==> src/rtl/loopback_link_ctrl.sv <==
// loopback_link_ctrl: HPIO TX->RX loopback bring-up sequencer and +1 counter pattern checker
module loopback_link_ctrl #(
    parameter int SYNC_STAGES = 2,
    parameter int TIMEOUT_W   = 20,
    parameter int ALIGN_CNT   = 16,
    parameter int LOSS_CNT    = 4,
    parameter int ERR_W       = 16
) (
    input  logic             clk,
    input  logic             rst,
    input  logic             tx_pll_locked,
    input  logic             rx_pll_locked,
    input  logic             tx_rst_seq_done,
    input  logic             rx_rst_seq_done,
    input  logic [4:0]       dly_rdy,
    input  logic [4:0]       vtc_rdy,
    input  logic [3:0]       fifo_empty,
    input  logic [7:0]       rx_data,
    input  logic             rx_data_valid,
    output logic             en_vtc,
    output logic             fifo_rd_en,
    output logic             source_rst,
    output logic             link_up,
    output logic             bringup_fail,
    output logic [ERR_W-1:0] err_cnt,
    output logic [2:0]       state
);
    typedef enum logic [2:0] {
        IDLE, WAIT_SEQ, WAIT_DLY, EN_VTC, WAIT_VTC, RELEASE, ALIGN, CHECK
    } st_t;
    localparam int RUN_W = $clog2(ALIGN_CNT + LOSS_CNT + 1);
    st_t st, nxt;
    logic [SYNC_STAGES-1:0][13:0] sync;
    logic [13:0]          s;
    logic [TIMEOUT_W-1:0] tmo;
    logic [RUN_W-1:0]     run;
    logic [7:0]           prev;
    logic                 have_prev, locked, lost, tmo_st, tmo_fail, smp, good;
    assign s          = sync[SYNC_STAGES-1];
    assign locked     = s[13] & s[12];
    assign smp        = rx_data_valid & (st == ALIGN || st == CHECK);
    assign good       = have_prev & (rx_data == 8'(prev + 8'd1));
    assign lost       = (st >= WAIT_DLY) & ~locked;
    assign tmo_st     = st == WAIT_SEQ || st == WAIT_DLY || st == WAIT_VTC || st == RELEASE;
    assign fifo_rd_en = (st >= RELEASE) & ~|fifo_empty;
    assign state      = st;
    // status synchronizers: every async status bit shifts through SYNC_STAGES flops
    always_ff @(posedge clk or negedge rst) begin
        if (!rst) sync <= '0;
        else      sync <= {sync[SYNC_STAGES-2:0], {tx_pll_locked, rx_pll_locked, tx_rst_seq_done, rx_rst_seq_done, dly_rdy, vtc_rdy}};
    end
    // next state: advance first, then timeout only if no advance, then loss of lock overrides all
    always_comb begin
        nxt      = st;
        tmo_fail = 1'b0;
        case (st)
            IDLE:     nxt = WAIT_SEQ;
            WAIT_SEQ: nxt = (locked & s[11] & s[10]) ? WAIT_DLY : st;
            WAIT_DLY: nxt = (&s[9:5]) ? EN_VTC : st;
            EN_VTC:   nxt = WAIT_VTC;
            WAIT_VTC: nxt = (&s[4:0]) ? RELEASE : st;
            RELEASE:  nxt = ~|fifo_empty ? ALIGN : st;
            ALIGN:    nxt = (smp & good & (run == RUN_W'(ALIGN_CNT - 1))) ? CHECK : st;
            CHECK:    nxt = (smp & ~good & (run == RUN_W'(LOSS_CNT - 1))) ? ALIGN : st;
            default:  nxt = IDLE;
        endcase
        if (tmo_st && nxt == st && &tmo && !lost) begin
            nxt      = IDLE;
            tmo_fail = 1'b1;
        end
        if (lost) nxt = IDLE;
    end
    // state, timeout, run counter and registered outputs derived from the next state
    always_ff @(posedge clk or negedge rst) begin
        if (!rst) begin
            st           <= IDLE;
            tmo          <= '0;
            run          <= '0;
            en_vtc       <= 1'b0;
            source_rst   <= 1'b1;
            link_up      <= 1'b0;
            bringup_fail <= 1'b0;
        end else begin
            st           <= nxt;
            tmo          <= (nxt != st) ? '0 : tmo_st ? tmo + 1'b1 : tmo;
            run          <= (nxt != st) ? '0 : !smp ? run : (st == ALIGN) ? (good ? run + 1'b1 : '0) : (good ? '0 : run + 1'b1);
            en_vtc       <= nxt >= EN_VTC;
            source_rst   <= nxt < RELEASE;
            link_up      <= nxt == CHECK;
            bringup_fail <= bringup_fail | tmo_fail;
        end
    end
    // sample tracking: prev reloads on every valid sample; first sample after entering ALIGN only loads
    always_ff @(posedge clk or negedge rst) begin
        if (!rst) begin
            prev      <= '0;
            have_prev <= 1'b0;
        end else begin
            prev      <= smp ? rx_data : prev;
            have_prev <= ((nxt == ALIGN && st != ALIGN) || nxt < ALIGN) ? 1'b0 : (smp ? 1'b1 : have_prev);
        end
    end
    // saturating error counter for bad samples seen while in CHECK
    always_ff @(posedge clk or negedge rst) begin
        if (!rst)                                   err_cnt <= '0;
        else if (st == CHECK && smp && !good && !(&err_cnt)) err_cnt <= err_cnt + 1'b1;
    end
endmodule

==> config.mk <==
export PLATFORM = sky130hd
export DESIGN_NAME = loopback_link_ctrl
export DESIGN_NICKNAME = d
export VERILOG_FILES = /design/src/rtl/loopback_link_ctrl.sv
export SDC_FILE = /design/constraint.sdc
export NUM_CORES = 1
export LEC_CHECK = 0
export ABC_AREA = 0
export CORE_ASPECT_RATIO = 1.25
export CORE_UTILIZATION = 60
export CTS_BUF_LIST = sky130_fd_sc_hd__clkbuf_2 sky130_fd_sc_hd__clkbuf_4 sky130_fd_sc_hd__clkbuf_8
export CTS_CLUSTER_SIZE = 20
export DETAILED_ROUTE_END_ITERATION = 10
export PLACE_DENSITY = 0.86
export SETUP_SLACK_MARGIN = 0.02
export SYNTH_ARGS = -nofsm -noshare
export SYNTH_HDL_FRONTEND = slang
export SYNTH_SLANG_ARGS = --single-unit
==> constraint.sdc <==
create_clock -name clk -period 3.87 [get_ports clk]
set_clock_uncertainty 0.1 [all_clocks]
set_input_delay 1.161 -clock clk [delete_from_list [all_inputs] [get_ports clk]]
set_output_delay 1.161 -clock clk [all_outputs]
set_load 0.01 [all_outputs]
**After elaboration in Yosys (flattened, before gate mapping)**

Index checks and enable logic that the tools add are counted.

- Output and inout bits: 24
- Bits in registers: 85
- Word-level logic and storage cells: 94
- Input bits: 29

- Order comparisons: 5
- Equality and inequality tests: 15
- Bitwise operators: 14
- Reduce and logical (&&, ||, !) cells: 25
- Add/sub/neg operators: 4
- Muxes and demuxes: 19

Operator list:

| operator | number |
|---|---|
| two-way mux 20 bit | 2 |
| two-way mux 5 bit | 5 |
| two-way mux 3 bit | 8 |
| case mux 3 bit (8 select lines) | 1 |
| adder 20 x 1 -> 20 bit (second input constant) | 1 |
| AND reduction 20 bit | 1 |
| == test 3 bit (second input constant) | 6 |
| adder 16 x 1 -> 16 bit (second input constant) | 1 |
| AND reduction 16 bit | 1 |
| AND 1 bit | 11 |
| AND reduction 5 bit | 2 |
| adder 8 x 1 -> 8 bit (second input constant) | 1 |
| == test 8 bit | 1 |
| logical AND 1 bit | 7 |
| == test 3 x 2 -> 1 bit (second input constant) | 2 |
| greater-or-equal comparator 3 x 2 -> 1 bit (second input constant) | 2 |
| < comparator 3 bit (second input constant) | 2 |
| nonzero test 2 bit | 3 |
| adder 5 x 1 -> 5 bit (second input constant) | 1 |
| == test 5 x 2 -> 1 bit (second input constant) | 1 |
| == test 5 x 4 -> 1 bit (second input constant) | 1 |
| logical OR 1 bit | 5 |
| logical NOT 1 bit | 4 |
| OR reduction 4 bit | 1 |
| 9 further kinds | 12 |

**Logic depth before layout (Yosys ltp)**

- Depth in word-level cells: 18
- Mapped depth: 11
- Depth with buffers taken out: 9

**Worst setup path after synthesis**

Ideal clock, no wire load.

- Path kind: input port to flip-flop
- Start point: in fifo_empty[1]
- End point: reg tmo[10]
- Data arrival time: 3.060 ns
- Slack: 0.588 ns
- Buffers on the path: 1
- Library setup time: 0.121 ns
- Stages: 9
- Required time: 3.649 ns
- Path through: nor4_1 nor2b_1 a221oi_2 nor4_1 a21oi_1 mux2_2 o311ai_2 buf_2 nor2_1

- Longest elaborated chain between the ends: 11
- Elaborated cells on any way between the ends: 12
- Classes of those cells: eq/ne (2); mux (5); reduce/logical (5)

RTL lines:

| item | line | RTL |
|---|---|---|
| from (decl) | 17 | `input logic [3:0] fifo_empty,` |
| OR reduction 4 bit (*) | 62 | `RELEASE: nxt = ~\|fifo_empty ? ALIGN : st;` |
| two-way mux 3 bit (*) | 62 |  |
| case mux 3 bit (8 select lines) (*) | 56 | `case (st)` |
| == test 3 bit | 67 | `if (tmo_st && nxt == st && &tmo && !lost) begin` |
| logical AND 1 bit (3 in a row) | 67 |  |
| two-way mux 3 bit (*) | 67 |  |
| two-way mux 3 bit (*) | 71 | `if (lost) nxt = IDLE;` |
| != test 3 bit (*) | 85 | `tmo <= (nxt != st) ? '0 : tmo_st ? tmo + 1'b1 : tmo;` |
| two-way mux 20 bit / nonzero test 2 bit (equally long branches) | n/a |  |
| to (signal assigned) | 85 |  |
| to (decl) | 35 | `logic [TIMEOUT_W-1:0] tmo;` |

Every way passes the cells marked *; elsewhere a longest branch is shown, timed or not.
A chain may end at the register's enable or synchronous reset.

**Worst setup path after layout**

- Start point: in fifo_empty[2]
- End point: out fifo_rd_en

- Longest elaborated chain between the ends: 3

RTL lines:

| item | line | RTL |
|---|---|---|
| OR reduction 4 bit | 45 | `assign fifo_rd_en = (st >= RELEASE) & ~\|fifo_empty;` |
| logical NOT 1 bit | n/a |  |
| AND 1 bit | 45 |  |
| to (decl) | 21 | `output logic fifo_rd_en,` |

Every way passes these cells.

==> flow_metrics.env <==
export IMPL_drc=0
export IMPL_rows=32
export IMPL_r2r_start="state[1]$_DFF_PN0_"
export IMPL_overflow=0
export IMPL_pwr_share_comb=0.115
export IMPL_cts_htree_levels=3
export IMPL_layout_common_cells="84 x dfrtp_1, 50 x nand2_1, 50 x clkdlybuf4s50_1"
export IMPL_grt_start_max_net_pins=86
export IMPL_syn_inst=386
export IMPL_cts_made_buffers=9
export IMPL_design_die_area_sq_mm=0.00686
export IMPL_clock_fmax_mhz=277
export IMPL_r2r_end="run[3]$_DFFE_PN0P_"
export IMPL_endpoint_kind="primary output"
export IMPL_async_flop_share=1.00
export IMPL_fp_coreArea_sq_mm=0.00625
export IMPL_drt_pass1_iter_count=4
export IMPL_min_delay_start="sync[4]$_DFF_PN0_"
export IMPL_path_delay_family="buffers and inverters"
export IMPL_worst_r2r_setup_slack_ns=0.89
export IMPL_cp_max_fo=2
export IMPL_ys_ff_latch=85
export IMPL_grt_pass1_vias=2939
export IMPL_cpPeakStageDelay_ns=0.41
export IMPL_worstSetupPathType="input port to primary output"
export IMPL_ys_seq_area_frac=0.543
export IMPL_peakVddDrop_uv=294
export IMPL_p_int_mw=1.34
export IMPL_regArea_sq_mm=0.00213
export IMPL_synth_edf_count=0
export IMPL_area_growth_pct=21.9
export IMPL_cp_arrival_ns=2.35
export IMPL_worst_slew_pin_slew_ns=1.02
export IMPL_cp_num_buf_inv=2
export IMPL_cp_cell_sequence="clkdlybuf4s50_1 -> nor4_2 -> o211a_1 -> dlygate4sd2_1"
export IMPL_hold_depth=0
export IMPL_grtUsageTotal=0.256
export IMPL_initial_core_util=0.627
export IMPL_powerDensity_mw_per_mm2=376
export IMPL_place_inst=520
export IMPL_grt_antenna_before_repair=0
export IMPL_final_nets=481
export IMPL_hold_violations=0
export IMPL_power_switching_uw=454
export IMPL_min_to="s[4]$_DFF_PN0_"
export IMPL_cap_violations=0
export IMPL_fin_ws_ns=0.258
export IMPL_die_height_um=92.3
export IMPL_post_route_util=0.764
export IMPL_grt_pass1_wl_mm=13.3
export IMPL_yosysWarnings=0
export IMPL_slowest_stage="clkdlybuf4s50_1"
export IMPL_root_buffer="clkbuf_8"
export IMPL_place_congestion=0.902
export IMPL_syn_area_sq_mm=0.00392
export IMPL_min_period_ns=3.61
export IMPL_synth_flop_cell="dfrtp_1"
export IMPL_hold_buffers=0
export IMPL_clk_pin_slew_worst_paths_ns=0.08
export IMPL_seqPwrFrac=0.531
export IMPL_clock_latency_ns=0.35
export IMPL_cts_sinks=85
export IMPL_hpwl_mm=5.22
export IMPL_hold_class="flip-flop to flip-flop"
export IMPL_power_frac_clock=0.354
export IMPL_antenna_cells=0
export IMPL_p_leak_nw=2.12
export IMPL_wl_per_cell_um=14.1
export IMPL_wl_met2_mm=3.79
export IMPL_synth_cell_types=54
export IMPL_fp_dieW_um=74.3
export IMPL_io_buffers=52
export IMPL_mostFrequentLayoutCell="dfrtp_1"
export IMPL_status="completed"
export IMPL_wl_met1_mm=3.28
export IMPL_pre_cts_slack_ns=-0.111
export IMPL_routed_top_layer="met4"
export IMPL_wl_met3_um=379
export IMPL_slew_viol_final=0
export IMPL_drive_gt1_frac=0.0885
export IMPL_ios=53
export IMPL_synth_area_per_cell_sq_um=10.1
export IMPL_fillers=440
export IMPL_rr_worst_depth=8
export IMPL_drtIter0Drc=184
export IMPL_fin_crit_sh=0.933
export IMPL_switching_share=0.253
export IMPL_hold_ws_ns=0.251
export IMPL_multi_input_area_sq_mm=0.00168
export IMPL_crit_required_ns=2.61
export IMPL_ant_nets=0
export IMPL_rsz0062_at_grt="no"
export IMPL_vias=2965
export IMPL_syn_nets=420
export IMPL_stdcell_count=537
export IMPL_finalWirelength_mm=7.55
export IMPL_cp_start_kind="input port"
export IMPL_setup_viol=0
export IMPL_cts_buffer_depth=2
export IMPL_critPathLaunch="fifo_empty[2]"
export IMPL_slew_headroom=0.318
export IMPL_cts_tree="done"
export IMPL_vias_per_cell=5.52
-- cell families (layout without fill, tap and decap cells) --
logic type,after synthesis,in the layout,share of synthesized area
buffers and inverters,27,93,0.0307
XOR/XNOR,43,43,0.0981
adder cells (fa/ha/maj),5,5,0.0160
AO/OA/AOI/OAI,43,43,0.0770
multiplexers,2,2,0.00543
AND/OR/NAND/NOR,181,181,0.230
flip-flops,85,85,0.543
-- flip-flops by register name, summed over array words and instances (netlist names) --
name and cells:
tmo 20, err_cnt 16, s 14, sync 14
prev 8, run 5, state 3, bringup_fail 1
en_vtc 1, have_prev 1, link_up 1, source_rst 1
-- per-stage QoR --
step | cell area, sq um | setup TNS (ns) | power, mW
6_report | 4770 | 0 | 1.79
3_5_place_dp | 4560 | -0.111 | 1.18
2_1_floorplan | 3920 | 0 | 1.07
5_1_grt | 4770 | 0 | 1.88
4_1_cts | 4770 | 0 | 1.81
3_3_place_gp | 4560 | -0.00992 | 1.17
-- power by group through the flow --
stage | logic (mW) | clock network (mW) | registers, mW
floorplan | 0.113 | 0 | 0.959
global placement | 0.201 | 0 | 0.969
detailed placement | 0.205 | 0 | 0.971
CTS | 0.208 | 0.648 | 0.953
global route | 0.230 | 0.688 | 0.960
finish | 0.206 | 0.636 | 0.953
-- worst max path at each step --
stage | end | slack (ns) | cells past startpoint
final | fifo_rd_en | 0.26 | 4
after global routing | run[3]$_DFFE_PN0P_ | 0.10 | 12
after CTS | fifo_rd_en | 0.24 | 4
after detailed placement | fifo_rd_en | -0.11 | 4
after global placement | fifo_rd_en | -0.01 | 4
after floorplan | tmo[10]$_DFFE_PN0P_ | 0.59 | 9
-- repair_timing --
action / 4_1_cts / 5_1_grt
endpoints found under the setup margin: 1 / 0
buffers inserted: 1 / 0
gates resized for setup: 2 / 0
-- Yosys cell counts (3+ instances only) --
| cell type | number | area, sq um |
|---|---|---|
| dfrtp_1 | 84 | 2100 |
| ha_1 | 5 | 62.6 |
| nor2_1 | 43 | 161 |
| nor3_1 | 6 | 30.0 |
| clkbuf_1 | 7 | 26.3 |
| nand4_1 | 17 | 106 |
| nand2b_1 | 4 | 25.0 |
| buf_2 | 3 | 15.0 |
| and3_1 | 10 | 62.6 |
| inv_1 | 15 | 56.3 |
| or3_1 | 4 | 25.0 |
| nor4_1 | 8 | 50.1 |
| nand2_1 | 50 | 188 |
| a21oi_1 | 9 | 45.0 |
| o21ai_0 | 10 | 50.1 |
| xnor2_1 | 22 | 193 |
| nand3_1 | 22 | 110 |
| xor2_1 | 20 | 175 |
-- area by class of cell --
| class | instances | area share |
|---|---|---|
| clock buffer | 11 | 0.0304 |
| clock inverter | 5 | 0.0123 |
| inverter | 15 | 0.0118 |
| multi-input combinational | 274 | 0.351 |
| sequential | 85 | 0.446 |
| tap | 85 | 0.0223 |
| timing repair buffer | 62 | 0.127 |
-- routing by layer --
| metal | vias up | global-route usage |
|---|---|---|
| li1 | 1455 | - |
| met1 | 1419 | 0.329 |
| met2 | 81 | 0.417 |
| met3 | 10 | 0.0577 |
| met4 | 0 | 0.102 |
| met5 | - | 0 |
No activity file was read; power rests on OpenSTA's default activity.
